[src/rtl/muxn_skid_pkg.sv]
// Shared types for the registered N-way selector and its skid buffer.
package muxn_skid_pkg;

  typedef logic       u1;
  typedef logic [1:0] u2;

  // Occupancy of the two-entry skid buffer.
  typedef enum u2 {
    SK_EMPTY = 2'd0,
    SK_ONE   = 2'd1,
    SK_FULL  = 2'd2
  } skid_state_e;

endpackage

[src/rtl/muxn_skid_buf.sv]
// Two-entry skid buffer with registered in_ready and synchronous flush.
// Carries an opaque payload; knows nothing about selection.
module skid_buf
  import muxn_skid_pkg::*;
#(
  parameter int PW = 65
) (
  input  logic          clk,
  input  logic          reset,
  input  logic          flush,
  input  logic [PW-1:0] in_data,
  input  logic          in_valid,
  output logic          in_ready,
  output logic [PW-1:0] out_data,
  output logic          out_valid,
  input  logic          out_ready
);

  skid_state_e   state_reg, state_next;
  logic [PW-1:0] main_reg, main_next;
  logic [PW-1:0] skid_reg, skid_next;
  logic          in_ready_reg;
  logic          in_fire, out_fire;

  // Gating with reset keeps in_ready low in the reset cycle itself.
  assign in_ready  = in_ready_reg & ~reset;
  assign out_valid = (state_reg != SK_EMPTY);
  assign out_data  = main_reg;
  assign in_fire   = in_valid & in_ready;
  assign out_fire  = out_valid & out_ready;

  always_comb begin
    state_next = state_reg;
    main_next  = main_reg;
    skid_next  = skid_reg;
    case (state_reg)
      SK_EMPTY: begin
        if (in_fire) begin
          main_next  = in_data;
          state_next = SK_ONE;
        end
      end
      SK_ONE: begin
        if (in_fire && out_fire) begin
          main_next = in_data;
        end else if (in_fire) begin
          skid_next  = in_data;
          state_next = SK_FULL;
        end else if (out_fire) begin
          main_next  = '0;
          state_next = SK_EMPTY;
        end
      end
      SK_FULL: begin
        if (out_fire) begin
          main_next  = skid_reg;
          skid_next  = '0;
          state_next = SK_ONE;
        end
      end
      default: begin
        main_next  = '0;
        skid_next  = '0;
        state_next = SK_EMPTY;
      end
    endcase
    // Flush discards everything, including a beat accepted this cycle.
    if (flush) begin
      main_next  = '0;
      skid_next  = '0;
      state_next = SK_EMPTY;
    end
  end

  always_ff @(posedge clk) begin
    if (reset) begin
      state_reg    <= SK_EMPTY;
      main_reg     <= '0;
      skid_reg     <= '0;
      in_ready_reg <= 1'b1;
    end else begin
      state_reg    <= state_next;
      main_reg     <= main_next;
      skid_reg     <= skid_next;
      in_ready_reg <= (state_next != SK_FULL);
    end
  end

endmodule

[src/rtl/muxn_skid.sv]
// Registered N-way data selector with out-of-range flagging, behind a
// two-entry skid buffer so ready never depends combinationally on out_ready.
module muxn_skid
  import muxn_skid_pkg::*;
#(
  parameter int WIDTH = 64,
  parameter int N     = 4,
  parameter int SELW  = $clog2(N)
) (
  input  logic               clk,
  input  logic               reset,
  input  logic               flush,
  input  logic [N*WIDTH-1:0] d,
  input  logic [SELW-1:0]    sel,
  input  logic               in_valid,
  output logic               in_ready,
  output logic [WIDTH-1:0]   y,
  output logic               y_err,
  output logic               out_valid,
  input  logic               out_ready,
  output logic               err_seen
);

  typedef struct packed {
    logic [WIDTH-1:0] data;
    u1                err;
  } payload_t;

  logic [WIDTH-1:0] lane [N];
  payload_t         sel_beat, head_beat;
  logic             err_seen_reg;

  generate
    for (genvar gi = 0; gi < N; gi++) begin : g_lane
      assign lane[gi] = d[gi*WIDTH +: WIDTH];
    end
  endgenerate

  // Out-of-range selects produce zero data so no stale lane leaks through.
  always_comb begin
    sel_beat = '0;
    for (int i = 0; i < N; i++) begin
      if (sel == SELW'(i)) sel_beat.data = lane[i];
    end
    sel_beat.err = (int'(sel) >= N);
  end

  skid_buf #(
    .PW(WIDTH + 1)
  ) u_skid (
    .clk       (clk),
    .reset     (reset),
    .flush     (flush),
    .in_data   (sel_beat),
    .in_valid  (in_valid),
    .in_ready  (in_ready),
    .out_data  (head_beat),
    .out_valid (out_valid),
    .out_ready (out_ready)
  );

  assign y     = head_beat.data;
  assign y_err = head_beat.err;

  // Sticky across flush; a flushed bad beat still counts as seen.
  always_ff @(posedge clk) begin
    if (reset) begin
      err_seen_reg <= 1'b0;
    end else if (in_valid && in_ready && sel_beat.err) begin
      err_seen_reg <= 1'b1;
    end
  end

  assign err_seen = err_seen_reg;

endmodule
[config.mk]
export PLATFORM = sky130hd
export DESIGN_NAME = muxn_skid
export DESIGN_NICKNAME = d
export VERILOG_FILES = /design/src/rtl/muxn_skid_pkg.sv /design/src/rtl/muxn_skid_buf.sv /design/src/rtl/muxn_skid.sv
export SDC_FILE = /design/constraint.sdc
export NUM_CORES = 1
export LEC_CHECK = 0
export ABC_AREA = 1
export BUFFER_PORTS_ARGS = -buffer_cell sky130_fd_sc_hd__buf_2
export CORE_ASPECT_RATIO = 0.5
export CORE_UTILIZATION = 30
export CTS_BUF_LIST = sky130_fd_sc_hd__clkbuf_4
export DETAILED_ROUTE_END_ITERATION = 10
export GPL_ROUTABILITY_DRIVEN = 0
export GPL_TIMING_DRIVEN = 0
export REMOVE_ABC_BUFFERS = 1
export SLEW_MARGIN = 20
export SYNTH_ARGS = -nofsm -noshare
export SYNTH_HDL_FRONTEND = slang
export SYNTH_SLANG_ARGS = --single-unit
[constraint.sdc]
create_clock -name clk -period 2 [get_ports clk]
set_input_delay 0.3 -clock clk [delete_from_list [all_inputs] [get_ports clk]]
set_output_delay 0.3 -clock clk [all_outputs]
set_load 0.1 [all_outputs]
### Yosys cells after proc, flatten, opt, wreduce, memory -nomap -nowiden

Cells that the tools add are included.

| storage, ports and cells | value |
|---|---|
| register bits after elaboration | 133 |
| input port bits | 263 |
| output and inout port bits | 68 |
| logic and storage cells | 47 |

| operators by class | value |
|---|---|
| equal/unequal tests | 12 |
| multiplexer cells | 19 |
| bitwise operators | 5 |
| reduce and logical (&&, ||, !) cells | 7 |

Operators with widths:

| cell | number |
|---|---|
| two-way mux 65 bit | 6 |
| case mux 65 bit (3 select lines) | 2 |
| two-way mux 64 bit | 4 |
| two-way mux 2 bit | 6 |
| AND reduction 4 bit | 2 |
| equality test 2 bit (second input constant) | 3 |
| inequality test 2 x 1 -> 1 bit (second input constant) | 3 |
| case mux 2 bit (3 select lines) | 1 |
| equality test 2 x 1 -> 1 bit (second input constant) | 2 |
| logical NOT 2 bit | 2 |
| inequality test 2 bit (second input constant) | 2 |
| AND 1 bit | 3 |
| inequality test 3 x 1 -> 1 bit (second input constant) | 1 |
| inequality test 3 bit (second input constant) | 1 |
| NOT 1 bit | 2 |
| nonzero test 2 bit | 1 |
| OR reduction 2 bit | 1 |
| logical AND 1 bit | 1 |

### Longest topological paths before layout

| logic depth | value |
|---|---|
| depth after elaboration | 8 |
| mapped depth | 10 |
| mapped depth without buffers | 9 |

### Modules after synthesis

Synthesis repeated with hierarchy kept, for this count alone.

| second synthesis, totals | value |
|---|---|
| cells, all modules | 1488 |
| area total of the unflattened synthesis | 8844.7 um^2 |

Modules (own cells, without submodules):

| module | instances | cells each | area an instance (um^2) | seq. area each (um^2) |
|---|---|---|---|---|
| skid_buf | 1 | 1117 | 6856.6 | 2662.6 |
| muxn_skid | 1 | 371 | 1988.2 | 0.0 |

### Least setup slack after synthesis

OpenSTA, ideal clock, no wires.

| path | value |
|---|---|
| path type | register -> output |
| start point | register u_skid.in_ready_reg |
| end point | output in_ready |
| arrival | 1.618 ns |
| data required time | 1.700 ns |
| slack | 0.082 ns |
| stages on the path, launching flop included | 3 |
| path buffers | 0 |
| cells stage by stage | dfxtp_1 -> inv_1 -> nor2_1 |

| between the ends | value |
|---|---|
| longest elaborated chain between the ends | 1 |

RTL lines:

| element | line | RTL |
|---|---|---|
| start: declaration | muxn_skid_buf.sv:22 | `logic in_ready_reg;` |
| start signal: assignment | muxn_skid_buf.sv:85 | `in_ready_reg <= (state_next != SK_FULL);` |
| AND 1 bit | muxn_skid_buf.sv:26 | `assign in_ready = in_ready_reg & ~reset;` |
| end: declaration | muxn_skid.sv:16 | `output logic in_ready,` |

Every way passes these cells.

### Worst setup path in the final report

| path | value |
|---|---|
| start point | register u_skid.state_reg[1] |
| end point | register u_skid.main_reg[1], in the netlist u_skid.out_data[1] |

| between the ends | value |
|---|---|
| longest elaborated chain between the ends | 5 |
| elaborated cells between the ends (all ways) | 13 |
| classes of those cells | eq/ne (6); mux (2); bitwise (1); reduce/logical (4) |

RTL lines:

| element | line | RTL |
|---|---|---|
| start: declaration | muxn_skid_buf.sv:19 | `skid_state_e state_reg, state_next;` |
| start signal: assignment | muxn_skid_buf.sv:82 | `state_reg <= state_next;` |
| nonzero test 2 bit | muxn_skid_buf.sv:27 | `assign out_valid = (state_reg != SK_EMPTY);` |
| AND 1 bit | muxn_skid_buf.sv:30 | `assign out_fire = out_valid & out_ready;` |
| logical AND 1 bit | muxn_skid_buf.sv:44 | `if (in_fire && out_fire) begin` |
| inequality test 3 bit (no source line), or another cell as far along | n/a |  |
| AND reduction 4 bit (no source line) or case mux 65 bit (3 select lines) (tied branches) | n/a |  |
| end signal: assignment | muxn_skid_buf.sv:83 | `main_reg <= main_next;` |
| end: declaration | muxn_skid_buf.sv:20 | `logic [PW-1:0] main_reg, main_next;` |

Parallel ways exist; a longest one is shown, timed or not.
A chain may end at the register's enable or synchronous reset.

==> metrics <==
outcome=complete, no violations; fin crit share=94.3%; DRT Pass-1 Iters=5; Max Freq=530 MHz; Most common cell on crit path=nand2_1; die span in x=236 um; DR WL/cell=15.5 um; Clock Latency Late Sink=0.58 ns; All-Layer GR Usage=21.6%; CTS tree=built; Post-Syn Area=8190 um2; worst setup margin=0.115 ns; max-cap viol count=0; CTS Buf Count=17; Non-Filler Instances=1991; static leakage=5.04 nW; Final setup viols=0; first-pass GRT wire length=48.7 mm; Via density=4.98; Area Overhead vs Synth=29.8%; crit-path max FO=64; Starting Density=30.7%; initial antenna violation count=2; ANT nets after route=0; CP max stage cell=dfxtp_4; Buf+Inv Stages, Crit Path=4; H-tree levels=4; Min Clock Period, post-route=1.89 ns; DP Wirelength=20.0 mm; clk buf depth=2; Synth warnings=0; Die ar.=28000 um2; Worst Tran Pin Value=0.827 ns; Site Rows=42; drt total wl=30.8 mm; delay-heaviest family, CP=buffers and inverters; top post-synthesis cells by area=dfxtp_1 (32%), nand2_1 (20%), nand3_1 (16%), a21oi_1 (7.8%), o21ai_0 (4.3%); vias=9923; count leader, synth=nand2_1; P per Cell Area=587 nW/um2; total grt overflow=0; critical path capture point type=register; commonest register cell after synthesis=dfxtp_1; worst path cell trace=inv_2 -> nand2_8 -> clkinv_16 -> nor2_4 -> nand2_1 -> o21ai_4 -> clkbuf_16 -> inv_16 -> nand2_1 -> a21oi_1; #FFs+latches synth=131; Req. time, crit path=2.43 ns; filler instances=2927; CTS Sinks=131; peak supply drop=0.000295 V; sequential cell area fraction in the yosys report=32.0%; Chip Height=119 um; vias in the first global route=9327; root buffer cell=clkbuf_4; Synth top cells by count=nand2_1 (443), nand3_1 (260), dfxtp_1 (131); final net count=1887; Clock Skews=0.0148 ns; Synth area leader=dfxtp_1; Placed Instances=1944; Core Footprint=26600 um2; startpoint types=register; DR iter-0 viols=624; Hold Crit Start=reset; clk slew on worst S/H paths=0.12 ns; WS Path Type=reg -> reg; final setup TNS=0 ns; Fin. Hold Viols=0; crit path from=u_skid.state_reg[1]; synthesized area per cell=6.03 um2; worst r2r src=u_skid.state_reg[1]; share of the synthesized area in the top cell type=32.0%; count of flip-flops with a built-in enable after synthesis=0; Port Buffers=328; I/O pin cnt=331; Distinct cells, synth=25; CP arrival=2.32 ns; Slew HR=44.9%; cells after synthesis=1358; post-place setup slack=-1.13 ns; largest net degree at the start of global routing=82; layout cell share with drive strength beyond 1=24.9%; Crit path largest cell delay=0.41 ns; Synth async-reset ratio=0%; worst hold-check path type=in -> reg; Max Slew Vio Count=0; Tot Pwr=0.00624 W; Post-route DRC=0
==> repair_timing <==
item,4_1_cts,5_1_grt
hold buffers,2,0
gates resized for setup,18,7
endpoints found under the setup margin,129,65
pin swaps,2,0
buffers inserted,4,3
cloned,2,2
endpoints found under the hold margin,3,0
==> worst register-to-register path: cells and delay by family, from the launching register on <==
| family | cells | cell delay (ns) |
|---|---|---|
| AOI/OAI and AO/OA | 2 | 0.19 |
| and+or+nand+nor | 4 | 0.55 |
| DFF | 1 | 0.41 |
| buffers and inverters | 4 | 0.59 |
==> report_power, final <==
group / leakage (nW) / internal [W] / switching [W]
clock: 0.161 / 0.000945 / 0.00101
combinational: 3.82 / 0.000536 / 0.00108
sequential: 1.06 / 0.00265 / 0.0000206
total: 5.04 / 0.00413 / 0.00211
==> through the flow <==
stage / hold slack [ns] / instance area (um2) / util [%]
2_1_floorplan: 0.437 / 7640 / -
3_3_place_gp: 0.450 / 9720 / 36.5
3_5_place_dp: 0.452 / 10100 / 38.1
4_1_cts: 0.0324 / 10500 / 39.6
5_1_grt: 0.0458 / 10600 / 39.9
6_report: 0.105 / 10600 / 39.9
==> placed cells by master (no fill, tap or decap), drive strengths merged <==
master / n
nand2: 446
buf: 350
nand3: 261
dfxtp: 131
a21oi: 128
o21ai: 100
inv: 73
nor2: 40
nand4: 35
or2: 34
clkbuf: 25
clkinv: 6
bufinv: 3
diode: 2
conb: 2
dlygate4sd3: 2
xnor2: 1
==> layout make-up <==
type                    instances  area, um2  share of cell area, %
clock inverters                 8        109                   1.02
inverters                      73        332                   3.12
diodes                          2       5.00                 0.0471
multi-input cells            1047       4830                   45.4
well taps                     352        440                   4.14
repair inverters                1       11.3                  0.106
repair buffers                353       2090                   19.7
clock buffers                  24        180                   1.70
flip-flops and latches        131       2630                   24.7
==> path summary, 6_finish.rpt <==
check / to / slack (ns) / cells past startpoint
hold / removal: u_skid.skid_reg[10] / 0.11 / 4
setup reg to reg: u_skid.out_data[1] / 0.11 / 10
hold reg to reg: u_skid.out_data[47] / 0.47 / 2
setup / recovery: u_skid.out_data[1] / 0.11 / 10
==> kinds of logic after synthesis <==
kind of cell | share of synthesized area (%)
simple gates | 43.8
compound gates | 14.0
buf+inv | 10.1
flops | 32.0
xor+xnor | 0.107
other cells | 0.0458
==> metal layers <==
metal | track usage [%] | wire, um | vias up
met5 | 0 | 0 | -
met4 | 5.88 | 443 | 0
met3 | 3.64 | 1180 | 30
met2 | 37.8 | 14700 | 215
met1 | 27.5 | 14400 | 4649
li1 | - | - | 5029
Power figures use the tool's default switching activity.
